[src/rtl/vc_input_buffer.sv]
// vc_input_buffer: per-port VC input buffer, NUM_VCS circular FIFOs sharing one write and one read port.
// Ports:
//   clk, reset        clock, synchronous active-high reset
//   push/push_vc/indata  write request, target VC, flit
//   pop/pop_vc        read request, VC to dequeue
//   outdata           packed head flit per VC (zero when that VC is empty)
//   empty/full/count  per-VC status derived from occupancy
//   credit_valid/credit_vc  registered credit for each accepted pop
//   overflow_err/underflow_err  sticky dropped-push / ignored-pop flags
`ifndef FLIT_DATA_WIDTH
`define FLIT_DATA_WIDTH 32
`endif
module vc_input_buffer #(
    parameter int NUM_VCS = 4,
    parameter int FIFO_DEPTH = 8,
    parameter int DATA_WIDTH = `FLIT_DATA_WIDTH,
    localparam int VC_ID_WIDTH = $clog2(NUM_VCS),
    localparam int CNT_WIDTH = $clog2(FIFO_DEPTH + 1)
) (
    input  logic                            clk,
    input  logic                            reset,
    input  logic                            push,
    input  logic [VC_ID_WIDTH-1:0]          push_vc,
    input  logic [DATA_WIDTH-1:0]           indata,
    input  logic                            pop,
    input  logic [VC_ID_WIDTH-1:0]          pop_vc,
    output logic [NUM_VCS*DATA_WIDTH-1:0]   outdata,
    output logic [NUM_VCS-1:0]              empty,
    output logic [NUM_VCS-1:0]              full,
    output logic [NUM_VCS*CNT_WIDTH-1:0]    count,
    output logic                            credit_valid,
    output logic [VC_ID_WIDTH-1:0]          credit_vc,
    output logic                            overflow_err,
    output logic                            underflow_err
);
    localparam int PTR_WIDTH = $clog2(FIFO_DEPTH);
    logic [DATA_WIDTH-1:0] mem [NUM_VCS][FIFO_DEPTH];
    logic [PTR_WIDTH-1:0]  wr_ptr [NUM_VCS];
    logic [PTR_WIDTH-1:0]  rd_ptr [NUM_VCS];
    logic [CNT_WIDTH-1:0]  cnt [NUM_VCS];
    logic                  push_vr, pop_vr, pop_ok, push_ok;
    logic [NUM_VCS-1:0]    push_hit, pop_hit;

    function automatic logic [PTR_WIDTH-1:0] nxt(input logic [PTR_WIDTH-1:0] p);
        return (p == PTR_WIDTH'(FIFO_DEPTH - 1)) ? '0 : p + 1'b1;
    endfunction

    // A VC id can only fall outside the buffer set when NUM_VCS is not a power of two.
    if (2 ** VC_ID_WIDTH == NUM_VCS) begin : g_pow2
        assign push_vr = 1'b1;
        assign pop_vr  = 1'b1;
    end else begin : g_npow2
        assign push_vr = 32'(push_vc) < NUM_VCS;
        assign pop_vr  = 32'(pop_vc) < NUM_VCS;
    end

    for (genvar v = 0; v < NUM_VCS; v++) begin : g_vc
        assign empty[v] = cnt[v] == '0;
        assign full[v]  = cnt[v] == CNT_WIDTH'(FIFO_DEPTH);
        assign count[v*CNT_WIDTH +: CNT_WIDTH] = cnt[v];
        assign outdata[v*DATA_WIDTH +: DATA_WIDTH] = empty[v] ? '0 : mem[v][rd_ptr[v]];
    end

    // A full VC still accepts a push when the same VC is popped this cycle.
    always_comb begin
        pop_ok  = pop && pop_vr && !empty[pop_vc];
        push_ok = push && push_vr && (!full[push_vc] || (pop_ok && pop_vc == push_vc));
        for (int v = 0; v < NUM_VCS; v++) begin
            push_hit[v] = push_ok && push_vc == VC_ID_WIDTH'(v);
            pop_hit[v]  = pop_ok && pop_vc == VC_ID_WIDTH'(v);
        end
    end

    always_ff @(posedge clk)
        if (push_ok)
            mem[push_vc][wr_ptr[push_vc]] <= indata;

    always_ff @(posedge clk) begin
        if (reset) begin
            for (int v = 0; v < NUM_VCS; v++) begin
                wr_ptr[v] <= '0;
                rd_ptr[v] <= '0;
                cnt[v]    <= '0;
            end
            credit_valid  <= 1'b0;
            credit_vc     <= '0;
            overflow_err  <= 1'b0;
            underflow_err <= 1'b0;
        end else begin
            for (int v = 0; v < NUM_VCS; v++) begin
                if (push_hit[v])
                    wr_ptr[v] <= nxt(wr_ptr[v]);
                if (pop_hit[v])
                    rd_ptr[v] <= nxt(rd_ptr[v]);
                cnt[v] <= cnt[v] + CNT_WIDTH'(push_hit[v]) - CNT_WIDTH'(pop_hit[v]);
            end
            credit_valid <= pop_ok;
            if (pop_ok)
                credit_vc <= pop_vc;
            if (push && !push_ok)
                overflow_err <= 1'b1;
            if (pop && !pop_ok)
                underflow_err <= 1'b1;
        end
    end
endmodule
[config.mk]
export PLATFORM = sky130hd
export DESIGN_NAME = vc_input_buffer
export DESIGN_NICKNAME = d
export VERILOG_FILES = /design/src/rtl/vc_input_buffer.sv
export SDC_FILE = /design/constraint.sdc
export NUM_CORES = 1
export LEC_CHECK = 0
export CAP_MARGIN = 25
export CORE_AREA = 10 10 367 369
export DETAILED_ROUTE_END_ITERATION = 10
export DIE_AREA = 0 0 377 379
export PLACE_DENSITY = 0.56
export SLEW_MARGIN = 0
export SYNTH_ARGS = -nofsm -noshare
export SYNTH_HDL_FRONTEND = slang
export SYNTH_SLANG_ARGS = --single-unit
[constraint.sdc]
create_clock -name clk -period 13.45 [get_ports clk]
set_input_delay 4.035 -clock clk [delete_from_list [all_inputs] [get_ports clk]]
set_output_delay 4.035 -clock clk [all_outputs]
set_load 0.02 [all_outputs]
## Word-level counts from Yosys, hierarchy flattened

Memory sizes are Yosys's and may differ from the RTL's.
Index checks and enable logic that the tools add are counted.

| word-level totals | value |
|---|---|
| bits in writable memories | 1064 |
| memories | 4 |
| output and inout port bits | 157 |
| register bits | 5 |

| operators by class | value |
|---|---|
| reduce and logical (&&, ||, !) cells | 25 |
| mux-type cells | 71 |
| bitwise logic cells | 17 |
| magnitude comparators | 8 |
| add/sub/neg operators | 16 |
| equal/unequal tests | 19 |

Memories:

| memory | words | width | read ports | clocked after memory_dff | wr ports | line | source |
|---|---|---|---|---|---|---|---|
| mem | 4 | 256 | 4 | 0 | 1 | 37 | `logic [DATA_WIDTH-1:0] mem [NUM_VCS][FIFO_DEPTH];` |
| cnt | 4 | 4 | 4 | 0 | 4 | 40 | `logic [CNT_WIDTH-1:0] cnt [NUM_VCS];` |
| rd_ptr | 4 | 3 | 4 | 0 | 4 | 39 | `logic [PTR_WIDTH-1:0] rd_ptr [NUM_VCS];` |
| wr_ptr | 4 | 3 | 5 | 0 | 4 | 38 | `logic [PTR_WIDTH-1:0] wr_ptr [NUM_VCS];` |

Operators with widths:

| cell | count |
|---|---|
| $mux 32 | 13 |
| $bmux 32 s3 | 4 |
| $mux 256 | 1 |
| $demux 32 s3 | 1 |
| $mux 3 | 16 |
| $mux 1 | 30 |
| $add 3x1->3 const B | 8 |
| $eq 3x3->1 const B | 8 |
| $ge 4x4->1 const B | 5 |
| $not 3->4 | 5 |
| $add 4x1->4 | 4 |
| $eq 4x4->1 const B | 4 |
| $logic_not 4->1 | 4 |
| $mux 4 | 4 |
| $sub 4x1->4 | 4 |
| $logic_and 1x1->1 | 14 |
| $or 1x1->1 | 12 |
| $eq 2x2->1 const B | 4 |
| $lt 2x3->1 const B | 2 |
| $bmux 1 s2 | 2 |
| $eq 2x1->1 const B | 2 |
| $logic_not 1->1 | 4 |
| $logic_not 2->1 | 2 |
| $lt 4x1->1 const B | 1 |
| other kinds (2) | 2 |

## Depth between registers and ports, before layout

Gate-level depths: netlist of the first run.
An unclocked memory read counts as a cell.

| logic depth | value |
|---|---|
| depth after elaboration | 14 |
| gate-level depth with buffers | 13 |
| mapped depth without buffers | 13 |

## Worst setup path after synthesis of the first run

No wires, ideal clock.

| timing | value |
|---|---|
| path type | input-to-reg |
| start point | input port pop_vc[0] |
| end point | memory mem[0][192] (netlist bit) (enable) |
| stages on the path | 6 |
| required time | 13.029 ns |
| arrival time | 6.574 ns |
| library setup time | 0.421 ns |
| slack | 6.455 ns |
| buffers on the path | 2 |
| path through | clkbuf_1 xor2_1 nor3_1 a21boi_4 buf_6 nor2_1 |

| on the way | value |
|---|---|
| word-level cells in the longest chain between the ends | 9 |
| elaborated cells on any way between the ends | 10 |
| classes of those cells | eq/ne: 1; mux: 4; reduce/logical: 5 |

RTL lines:

| item | line | source |
|---|---|---|
| from (decl) | 26 | `input logic [VC_ID_WIDTH-1:0] pop_vc,` |
| $bmux 1 s2 | 66 | `pop_ok = pop && pop_vr && !empty[pop_vc];` |
| $mux 1 (not written as such) | 66 |  |
| $logic_not 1->1 | 66 |  |
| $logic_and 1x1->1 | 66 |  |
| $logic_and 1x1->1 (*) | 67 | `push_ok = push && push_vr && (!full[push_vc] \|\| (pop_ok && pop_vc == push_vc));` |
| $logic_or 1x1->1 (*) | 67 |  |
| $logic_and 1x1->1 (*) | 67 |  |
| $mux 1 (*) | 75 | `if (push_ok)` |
| $mux 256 (not written as such) (*) | 76 | `mem[push_vc][wr_ptr[push_vc]] <= indata;` |
| to (decl) | 37 |  |

Mark *: on every way between the ends. The rest lies on a longest branch, timed or not. The select of a mux whose other input is x is not followed.

==> run_results.csv, run 1 <==
group,metric,value,unit
status,outcome,"finished, final reports clean",
hold_path,hold_path.class,"reg2reg",
clocking,clockBufferDepth,3,
global_route,global_route.overflow_total,0,
pwr,p_leak,15.8,nW
clocking,clk_latency,0.68,ns
clocking,ctsResizeCount,0,
worst_setup_path,r2r-start,"cnt[0][2]",
synthesis,synth-xor-area-share,0.210,%
worst_setup_path,crit_required,9.41,ns
synthesis,ys_async_sr_fraction,0,%
clocking,cts_buffers,105,
synthesis,yosysMostFrequentCell,"edfxtp_1",
sta,finalHoldViolations,0,
clocking,hold_buffers,0,
worst_setup_path,startpoint_type,"flip-flop",
die,dieHeight,379,um
synthesis,yosysTopAreaCellShare,75.4,%
routing,drc_errors,0,
sta,period_minus_slack,8.07,ns
synthesis,synth-simple-area-share,3.10,%
die,die_x,377,um
cells_and_area,fillCellCount,11200,
worst_setup_path,cp_max_fo,42,
sta,finalSetupViolations,0,
synthesis,synth_compound_area_share,0.414,%
clocking,cts_tree,"built",
cells_and_area,layout.nets,2347,
sta,final_max_slew_viol_count,0,
worst_setup_path,cp_common_cell,"buf_4",
worst_setup_path,crit_chain,"buf_4, buf_4, mux4_2, mux2i_1, nor2_1, clkdlybuf4s50_1",
sta,finalCritPeriodShare,60.0,%
routing,vias,19800,
die,dieArea,143000,um^2
worst_setup_path,crit_slowest_cell,"buf_4",
place,place.gp.congestion,0.748,
sta,fin_skew,0.0211,ns
worst_setup_path,endpoint_kind,"primary output",
global_route,antenna_found_initial,11,
synthesis,avgSynthCellArea,21.2,um^2
global_route,grt_start_max_net_pins,66,
synthesis,muxShareOfSynthArea,17.1,%
clocking,cts_sinks,1069,
synthesis,ys_top_cells_by_count,"edfxtp_1, mux4_2, nor2_1, mux2i_1, clkbuf_1",
die,initial_core_util,32.9,%
synthesis,yosysWarnings,0,
clocking,htreeDepth,3,
synthesis,synth_adder_area_share,1.39,%
synthesis,synth_top_family_by_area,"multiplexers",
worst_setup_path,startpoint,"rd_ptr[0][0]",
global_route,grt_pass1_wl,148000,um
routing,wire_per_inst,25.5,um
synthesis,ys_seq_area_share,76.4,%
synthesis,synth_top_area_cell,"edfxtp_1",
synthesis,synth_seq_cells,1069,
pwr,peakVddDrop,120,uV
global_route,gr-usage-all-layers,14.1,%
synthesis,synthCells,1970,
sta,rsz0062_at_grt,"false",
run,cap_violations,0,
synthesis,syn_area,41700,um^2
synthesis,yosys-top-cells-area,"edfxtp_1, mux4_2, mux2i_1",
worst_setup_path,arrival,4.04,ns
clocking,post_cts_buffers,0,
cells_and_area,layoutNonFillerInstCount,4021,
synthesis,yosysUniqueCellTypes,38,
routing,dr.pass1.iters,5,
pwr,powerDensity,165,nW/um^2
place,port_buffers,196,
die,io_pins,197,
routing,drt_iter0_drc,1324,
cells_and_area,layout-drive-gt1-share,23.0,%
worst_setup_path,max_stage_delay,0.75,ns
synthesis,postSynthNetCount,2054,
clocking,clk_pin_slew,0.06,ns
die,core-area,127000,um^2
synthesis,synth_ff_type,"edfxtp_1",
routing,wl,102000,um
cells_and_area,fin_util,39.5,%
die,rows,131,
sta,setup_tns,0,ns
sta,relSlewSlack,27.8,%
routing,via_per_inst,4.92,
routing,drtAntennaViolNets,0,
hold_path,min_from,"overflow_err",
worst_setup_path,crit_type,"reg2out",
synthesis,synth-edff-count,1048,
cells_and_area,area_growth,20.2,%
clocking,root_buffer,"clkbuf_16",
sta,worstMarginPinSlew,1.08,ns
place,dp_hpwl,63400,um
global_route,grt_pass1_vias,21000,
sta,max_clock_freq,0.124,GHz
place,dpl.cell_count,3811,
## path summary, 6_finish.rpt
| kind | depth (start not counted) | endpoint | slack, ns |
|---|---|---|---|
| max | 6 | outdata[8] | 5.38 |
| max reg2reg | 9 | mem[1][245] | 9.89 |
| min | 1 | overflow_err | 0.49 |
| min reg2reg | 1 | overflow_err | 0.49 |
## layout make-up
cell class              instances  area [um^2]  area share, %
diodes                          6         15.0         0.0299
clock buffers                 127         2710           5.40
flip-flops and latches       1069        31900           63.5
repair buffers                284         3190           6.35
multi-input cells             767         9530           19.0
inverters                      36          135          0.269
clock inverters                70          638           1.27
well taps                    1662         2080           4.14
## critical path, delay by kind of cell (launching register included)
kind	cells	cell delay (ns)
muxes	2	1.13
and+or+nand+nor	1	0.09
DFF	1	0.38
buffers and inverters	3	1.75
## metrics by stage
stage	setup slack [ns]	total power, mW	hold WS [ns]	instance area, um^2
CTS	4.93	8.38	0.492	50000
detailed placement	5.67	5.54	0.473	46700
global placement	5.69	5.50	0.456	46000
floorplan	6.45	4.71	0.554	41700
finish	5.38	8.28	0.489	50200
global route	4.97	8.62	0.541	50200
## routing by layer
layer  routed length (um)  share of wire [%]  vias up  GRT usage [%]
li1                     -                  -     8601              -
met1                44700                 44    10500           19.4
met2                48500                 47      517           22.4
met3                 6400                6.2      121           2.71
met4                 2950                2.9        4           4.79
met5                   19              0.019        -              0
## placed cells by master (no fill, tap or decap), types with 15 or more instances in the layout
cell type and count:
mux4_2 261, mux2i_1 128, ha_1 40, nor2_1 164
buf_4 52, inv_1 32, clkdlybuf4s50_1 196, edfxtp_1 1048
buf_12 21, nand2_1 37, clkbuf_16 105, nor2_4 32
buf_16 15, dfxtp_1 21, clkinv_1 31, clkbuf_1 22
clkinv_2 19
## flip-flops by register name, summed over array words and instances (netlist names)
| register | count |
|---|---|
| overflow_err | 1 |
| rd_ptr | 12 |
| credit_vc | 2 |
| mem | 1024 |
| underflow_err | 1 |
| credit_valid | 1 |
| wr_ptr | 12 |
| cnt | 16 |
## where the power goes
part	leakage [nW]	internal, mW	switching, mW
Sequential	9.64	3.73	0.0278
Combinational	4.56	0.687	0.986
Clock	1.62	1.60	1.25
Total	15.8	6.02	2.26
## cell families after synthesis
| family | count (synthesis) |
|---|---|
| DFF | 1069 |
| muxes | 389 |
| xor gates and xnor gates | 10 |
| buffers and inverters | 134 |
| adders and majority gates | 44 |
| and+or+nand+nor | 297 |
| AOI/OAI and AO/OA | 27 |
Note: power is estimated with default switching activity, not from simulation.
==> run 2: changes to the inputs <==
--- a/config.mk
+++ b/config.mk
@@ -9,7 +9,7 @@
 export CORE_AREA = 10 10 367 369
 export DETAILED_ROUTE_END_ITERATION = 10
 export DIE_AREA = 0 0 377 379
-export PLACE_DENSITY = 0.56
+export PLACE_DENSITY = 0.57
 export SLEW_MARGIN = 0
 export SYNTH_ARGS = -nofsm -noshare
 export SYNTH_HDL_FRONTEND = slang
==> constraint.sdc (replaced) <==
create_clock -name clk -period 6.6 [get_ports clk]
set_input_delay 1.98 -clock clk [delete_from_list [all_inputs] [get_ports clk]]
set_output_delay 1.98 -clock clk [all_outputs]
set_load 0.02 [all_outputs]
==> run 2 against run 1 <==
Sequential share of layout area about the same. Critical path type unchanged. Utilization about the same. Final cell count about the same. Clock power up 110%. Sequential power up 110%.
==> run_results.csv, run 2 (same netlist as run 1, synthesis figures left out) <==
group,metric,value,unit
status,outcome,"finished, final reports clean",
cells_and_area,fillCellCount,11200,
clocking,post_cts_buffers,0,
cells_and_area,largest_reg_flops,1024,
worst_setup_path,max_stage_delay,0.83,ns
place,pre_cts_ws,1.11,ns
clocking,cts_tree,"built",
clocking,ctsResizeCount,0,
pwr,switchingPower,4.56,mW
die,dieHeight,379,um
cells_and_area,final_cell_mix,"edfxtp_1, mux4_2, clkdlybuf4s50_1, nor2_1, mux2i_1",
pwr,p_leak,15.9,nW
sta,setup_tns,0,ns
routing,drc_errors,0,
sta,rsz0062_at_grt,"false",
cells_and_area,layout-drive-gt1-share,23.6,%
routing,wire_per_inst,25.1,um
sta,fin_skew,0.0217,ns
hold_path,hold_path.class,"reg2reg",
worst_setup_path,reg2reg_depth,12,
clocking,htreeDepth,3,
worst_setup_path,cp_common_cell,"buf_4",
routing,drtAntennaViolNets,0,
pwr,p_int,12.4,mW
sta,fin_ws,0.892,ns
worst_setup_path,crit_chain,"buf_4, buf_4, mux4_2, mux2i_1, nor2_1, clkdlybuf4s50_1",
pwr,switching_share,26.9,%
clocking,hold_buffers,0,
worst_setup_path,startpoint,"rd_ptr[2][0]",
global_route,grt_pass1_wl,146000,um
pwr,p_seq_share,45.5,%
clocking,cts_sinks,1069,
sta,period_minus_slack,5.71,ns
sta,finalCritPeriodShare,86.5,%
worst_setup_path,reg2reg_to,"cnt[0][10]",
die,rows,131,
global_route,global_route.overflow_total,0,
place,dp_hpwl,64100,um
sta,max_clock_freq,0.175,GHz
clocking,cts_buffers,102,
global_route,antenna_found_initial,10,
pwr,powerDensity,338,nW/um^2
clocking,clockBufferDepth,3,
routing,via_per_inst,4.92,
worst_setup_path,r2r-start,"cnt[0][6]",
worst_setup_path,endpoint_kind,"primary output",
worst_setup_path,path_depth,6,
worst_setup_path,crit_required,4.62,ns
clocking,clk_pin_slew,0.06,ns
run,cap_violations,0,
routing,dr.pass1.iters,5,
global_route,grt_start_max_net_pins,67,
worst_setup_path,endpoint,"outdata[69]",
global_route,grt_pass1_vias,20700,
routing,drt_iter0_drc,1562,
pwr,peakVddDrop,214,uV
sta,final_max_slew_viol_count,0,
cells_and_area,layout.nets,2352,
die,die_x,377,um
cells_and_area,final_common_cell,"edfxtp_1",
cells_and_area,layoutNonFillerInstCount,4017,
worst_setup_path,path_buf_inv,3,
sta,finalHoldViolations,0,
worst_setup_path,cp_max_fo,13,
sta,relSlewSlack,24.0,%
worst_setup_path,reg2reg_slack,3.15,ns
place,place.gp.congestion,0.756,
die,core-area,127000,um^2
routing,wl,101000,um
worst_setup_path,startpoint_type,"flip-flop",
worst_setup_path,arrival,3.73,ns
sta,finalSetupViolations,0,
place,port_buffers,196,
routing,vias,19800,
worst_setup_path,crit_slowest_cell,"edfxtp_1",
hold_path,min_from,"credit_vc[1]",
clocking,clk_latency,0.66,ns
worst_setup_path,crit_type,"reg2out",
pwr,p_comb_share,20.0,%
die,initial_core_util,32.9,%
cells_and_area,area_growth,20.2,%
worst_setup_path,cp_top_family,"buffers and inverters",
place,dpl.cell_count,3825,
pwr,clockPowerShare,34.6,%
die,io_pins,197,
sta,worstMarginPinSlew,1.14,ns
clocking,root_buffer,"clkbuf_16",
global_route,gr-usage-all-layers,14.0,%
die,dieArea,143000,um^2
[run 2: cell count changes in the layout (fill, tap and decap cells not counted), sizes merged]
cell           previous run  this run
diode                     6         5
clkbuf                  127       116
bufinv                    8        14
clkinvlp                  6         7
buf                      88        97
clkdlybuf4s50           196       195
clkinv                   55        48
[run 2: layer usage]
layer / vias to the layer above / wire length, um / track usage (%)
li1: 8624 / - / -
met1: 10500 / 43700 / 18.8
met4: 8 / 1640 / 3.14
met2: 513 / 49200 / 23.1
met3: 112 / 6210 / 3.07
met5: - / 50 / 0
[run 2: worst min path at each step]
stage	endpoint	slack, ns	cells after the start
global route	credit_vc[1]	0.56	2
floorplan	credit_vc[0]	0.55	2
detailed placement	credit_vc[1]	0.52	2
CTS	credit_vc[1]	0.54	2
finish	credit_vc[1]	0.55	2
global placement	credit_vc[1]	0.51	2
[run 2: final cells by class]
type | instances | area, um^2 | area share [%]
flip-flops and latches | 1069 | 31900 | 63.5
multi-input cells | 767 | 9530 | 19.0
repair buffers | 292 | 3180 | 6.33
clock buffers | 116 | 2620 | 5.21
well taps | 1662 | 2080 | 4.14
clock inverters | 70 | 759 | 1.51
inverters | 36 | 135 | 0.269
diodes | 5 | 12.5 | 0.0249
[run 2: worst reg2reg max path, stage by stage (launching register included)]
cell and delay [ns]:
dfxtp_1 0.39, inv_1 0.15, ha_1 0.15, or3b_1 0.43, mux4_2 0.61, nand2_1 0.30, nor2_1 0.12, ha_1 0.29
inv_1 0.04, ha_1 0.22, fa_1 0.40, xnor2_1 0.18, nor2_1 0.06
[run 2: power by group through the flow]
stage	Clock [mW]	Sequential (mW)	Combinational (mW)
after floorplan	0	7.83	1.76
after global placement	0	7.85	3.40
after detailed placement	0	7.85	3.47
after CTS	6.00	7.71	3.48
after global routing	6.28	7.72	3.65
final	5.86	7.71	3.38
[run 2: metrics by stage]
step	hold WS [ns]	cell area, um^2	total power, mW	util, %
after floorplan	0.554	41700	9.59	-
after global placement	0.506	46200	11.3	36.3
after detailed placement	0.524	46800	11.3	36.8
after CTS	0.535	50200	17.2	39.5
after global routing	0.560	50200	17.6	39.5
final	0.552	50200	16.9	39.5
==> run 3: changes to the inputs <==
--- a/config.mk
+++ b/config.mk
@@ -6,10 +6,9 @@
 export NUM_CORES = 1
 export LEC_CHECK = 0
 export CAP_MARGIN = 25
-export CORE_AREA = 10 10 367 369
+export CORE_AREA = 2 2 359 361
 export DETAILED_ROUTE_END_ITERATION = 10
-export DIE_AREA = 0 0 377 379
-export PLACE_DENSITY = 0.57
+export DIE_AREA = 0 0 361 363
 export SLEW_MARGIN = 0
 export SYNTH_ARGS = -nofsm -noshare
 export SYNTH_HDL_FRONTEND = slang
==> run 3 against run 2 <==
Hold slack got worse by 0.031 ns. First-iteration DRC count rose by 15%. Largest cell class unchanged. Final cell count decreased by 0.57%. Power is 0.28% higher. Combinational power up 2%. Highest routed layer unchanged. Critical path type unchanged. Sequential share of layout area rose by 0.69 points. Die area shrank 8.3%. Register-to-register slack better by 0.10 ns.
==> run_results.csv, run 3 (same netlist as run 1, synthesis figures left out) <==
group,metric,value,unit
sta,rsz0062_at_grt,"false",
clocking,post_cts_buffers,0,
global_route,grt_pass1_vias,20700,
routing,dr.pass1.iters,7,
pwr,p_seq_share,45.2,%
routing,drc_errors,0,
routing,drtAntennaViolNets,0,
worst_setup_path,cp_max_fo,34,
pwr,switchingPower,4.60,mW
die,rows,131,
die,io_pins,197,
worst_setup_path,r2r-start,"cnt[0][10]",
cells_and_area,final_cell_mix,"edfxtp_1, mux4_2, clkdlybuf4s50_1, nor2_1, mux2i_1",
clocking,cts_buffers,100,
routing,vias,19700,
routing,drt_iter0_drc,1804,
pwr,p_int,12.4,mW
worst_setup_path,reg2reg_depth,8,
cells_and_area,layout-drive-gt1-share,23.8,%
die,dieHeight,363,um
clocking,clockBufferDepth,3,
sta,finalHoldViolations,0,
sta,relSlewSlack,35.3,%
clocking,htreeDepth,3,
clocking,ctsResizeCount,0,
sta,period_minus_slack,5.43,ns
cells_and_area,layout.nets,2340,
run,cap_violations,0,
global_route,global_route.overflow_total,0,
pwr,p_leak,15.7,nW
cells_and_area,largest_reg_flops,1024,
cells_and_area,diodes,0,
worst_setup_path,crit_required,4.62,ns
clocking,cts_tree,"built",
sta,finalSetupViolations,0,
cells_and_area,area_growth,19.0,%
sta,fin_skew,0.0342,ns
cells_and_area,final_cell_area,49700,um^2
worst_setup_path,startpoint,"rd_ptr[1][0]",
die,dieArea,131000,um^2
clocking,clk_latency,0.68,ns
place,place.gp.congestion,0.766,
pwr,clockPowerShare,34.6,%
sta,final_max_slew_viol_count,0,
die,die_x,361,um
sta,finalCritPeriodShare,82.2,%
pwr,p_comb_share,20.3,%
routing,via_per_inst,4.94,
clocking,clk_pin_slew,0.07,ns
pwr,switching_share,27.1,%
worst_setup_path,reg2reg_slack,3.25,ns
status,outcome,"finished, final reports clean",
cells_and_area,layoutNonFillerInstCount,3994,
place,dpl.cell_count,3815,
global_route,grt_start_max_net_pins,66,
cells_and_area,fillCellCount,11100,
sta,setup_tns,0,ns
worst_setup_path,crit_type,"reg2out",
clocking,root_buffer,"clkbuf_16",
hold_path,hold_path.class,"reg2reg",
clocking,cts_sinks,1069,
place,dp_hpwl,62300,um
place,placed_area,46300,um^2
pwr,powerDensity,342,nW/um^2
die,initial_core_util,32.9,%
pwr,peakVddDrop,242,uV
routing,wire_per_inst,25.3,um
worst_setup_path,endpoint,"outdata[51]",
worst_setup_path,endpoint_kind,"primary output",
cells_and_area,final_common_cell,"edfxtp_1",
sta,worstMarginPinSlew,0.971,ns
die,core-area,127000,um^2
routing,wl,101000,um
sta,max_clock_freq,0.184,GHz
clocking,hold_buffers,0,
worst_setup_path,startpoint_type,"flip-flop",
global_route,grt_pass1_wl,146000,um
worst_setup_path,reg2reg_to,"mem[2][63]",
global_route,antenna_found_initial,10,
worst_setup_path,arrival,3.45,ns
place,port_buffers,196,
global_route,gr-usage-all-layers,15.3,%
run 3: cell count changes in the layout (fill, tap and decap cells not counted), moves of 2 or more:
cell / before / now
buf_16: 18 / 2
buf_2: 1 / 17
clkdlybuf4s50_1: 195 / 179
buf_4: 67 / 75
clkinv_1: 25 / 20
clkinv_2: 19 / 14
diode_2: 5 / 0
buf_12: 11 / 9
clkbuf_1: 13 / 15
run 3: through the flow:
step / utilization [%] / hold slack, ns / total power [mW] / worst slack [ns]
4_1_cts: 39.1 / 0.514 / 17.2 / 1.07
3_3_place_gp: 36.4 / 0.512 / 11.3 / 1.28
3_5_place_dp: 36.4 / 0.481 / 11.3 / 1.26
6_report: 39.1 / 0.521 / 17.0 / 1.17
5_1_grt: 39.1 / 0.538 / 17.6 / 0.955
2_1_floorplan: - / 0.554 / 9.59 / 1.66
run 3: critical path: stages (launching register included):
cell and delay, ns:
edfxtp_1 0.53, buf_4 0.62, mux4_2 0.42, mux2i_1 0.09
nor2_1 0.39, clkdlybuf4s50_1 0.70
run 3: power groups by stage:
| stage | logic [mW] | registers, mW | clock network (mW) |
|---|---|---|---|
| finish | 3.44 | 7.68 | 5.87 |
| global route | 3.69 | 7.69 | 6.25 |
| CTS | 3.52 | 7.69 | 5.98 |
| detailed placement | 3.51 | 7.83 | 0 |
| global placement | 3.44 | 7.83 | 0 |
| floorplan | 1.76 | 7.83 | 0 |
run 3: cell type report:
type,count,area [um^2],area share (%)
Timing Repair Buffer,282,2680,5.39
Clock inverter,62,768,1.55
Tap cell,1662,2080,4.19
Clock buffer,116,2580,5.20
Multi-Input combinational cell,767,9530,19.2
Inverter,36,135,0.272
Sequential cell,1069,31900,64.2
run 3: how the worst min path moves through the flow:
| stage | cells past startpoint | from | endpoint |
|---|---|---|---|
| after global placement | 2 | credit_vc[1] | credit_vc[1] |
| after floorplan | 2 | credit_vc[0] | credit_vc[0] |
| final | 2 | credit_vc[1] | credit_vc[1] |
| after detailed placement | 2 | underflow_err | underflow_err |
| after global routing | 2 | credit_vc[1] | credit_vc[1] |
| after CTS | 2 | underflow_err | underflow_err |
run 3: per-layer routing:
layer  share of wire [%]  up-vias  global-route usage, %
met5              0.0089        -                      0
met4                 2.3        2                   4.30
met3                 5.8      118                   2.52
met2                  51      614                   26.7
met1                  41    10400                   19.6
li1                    -     8570                      -
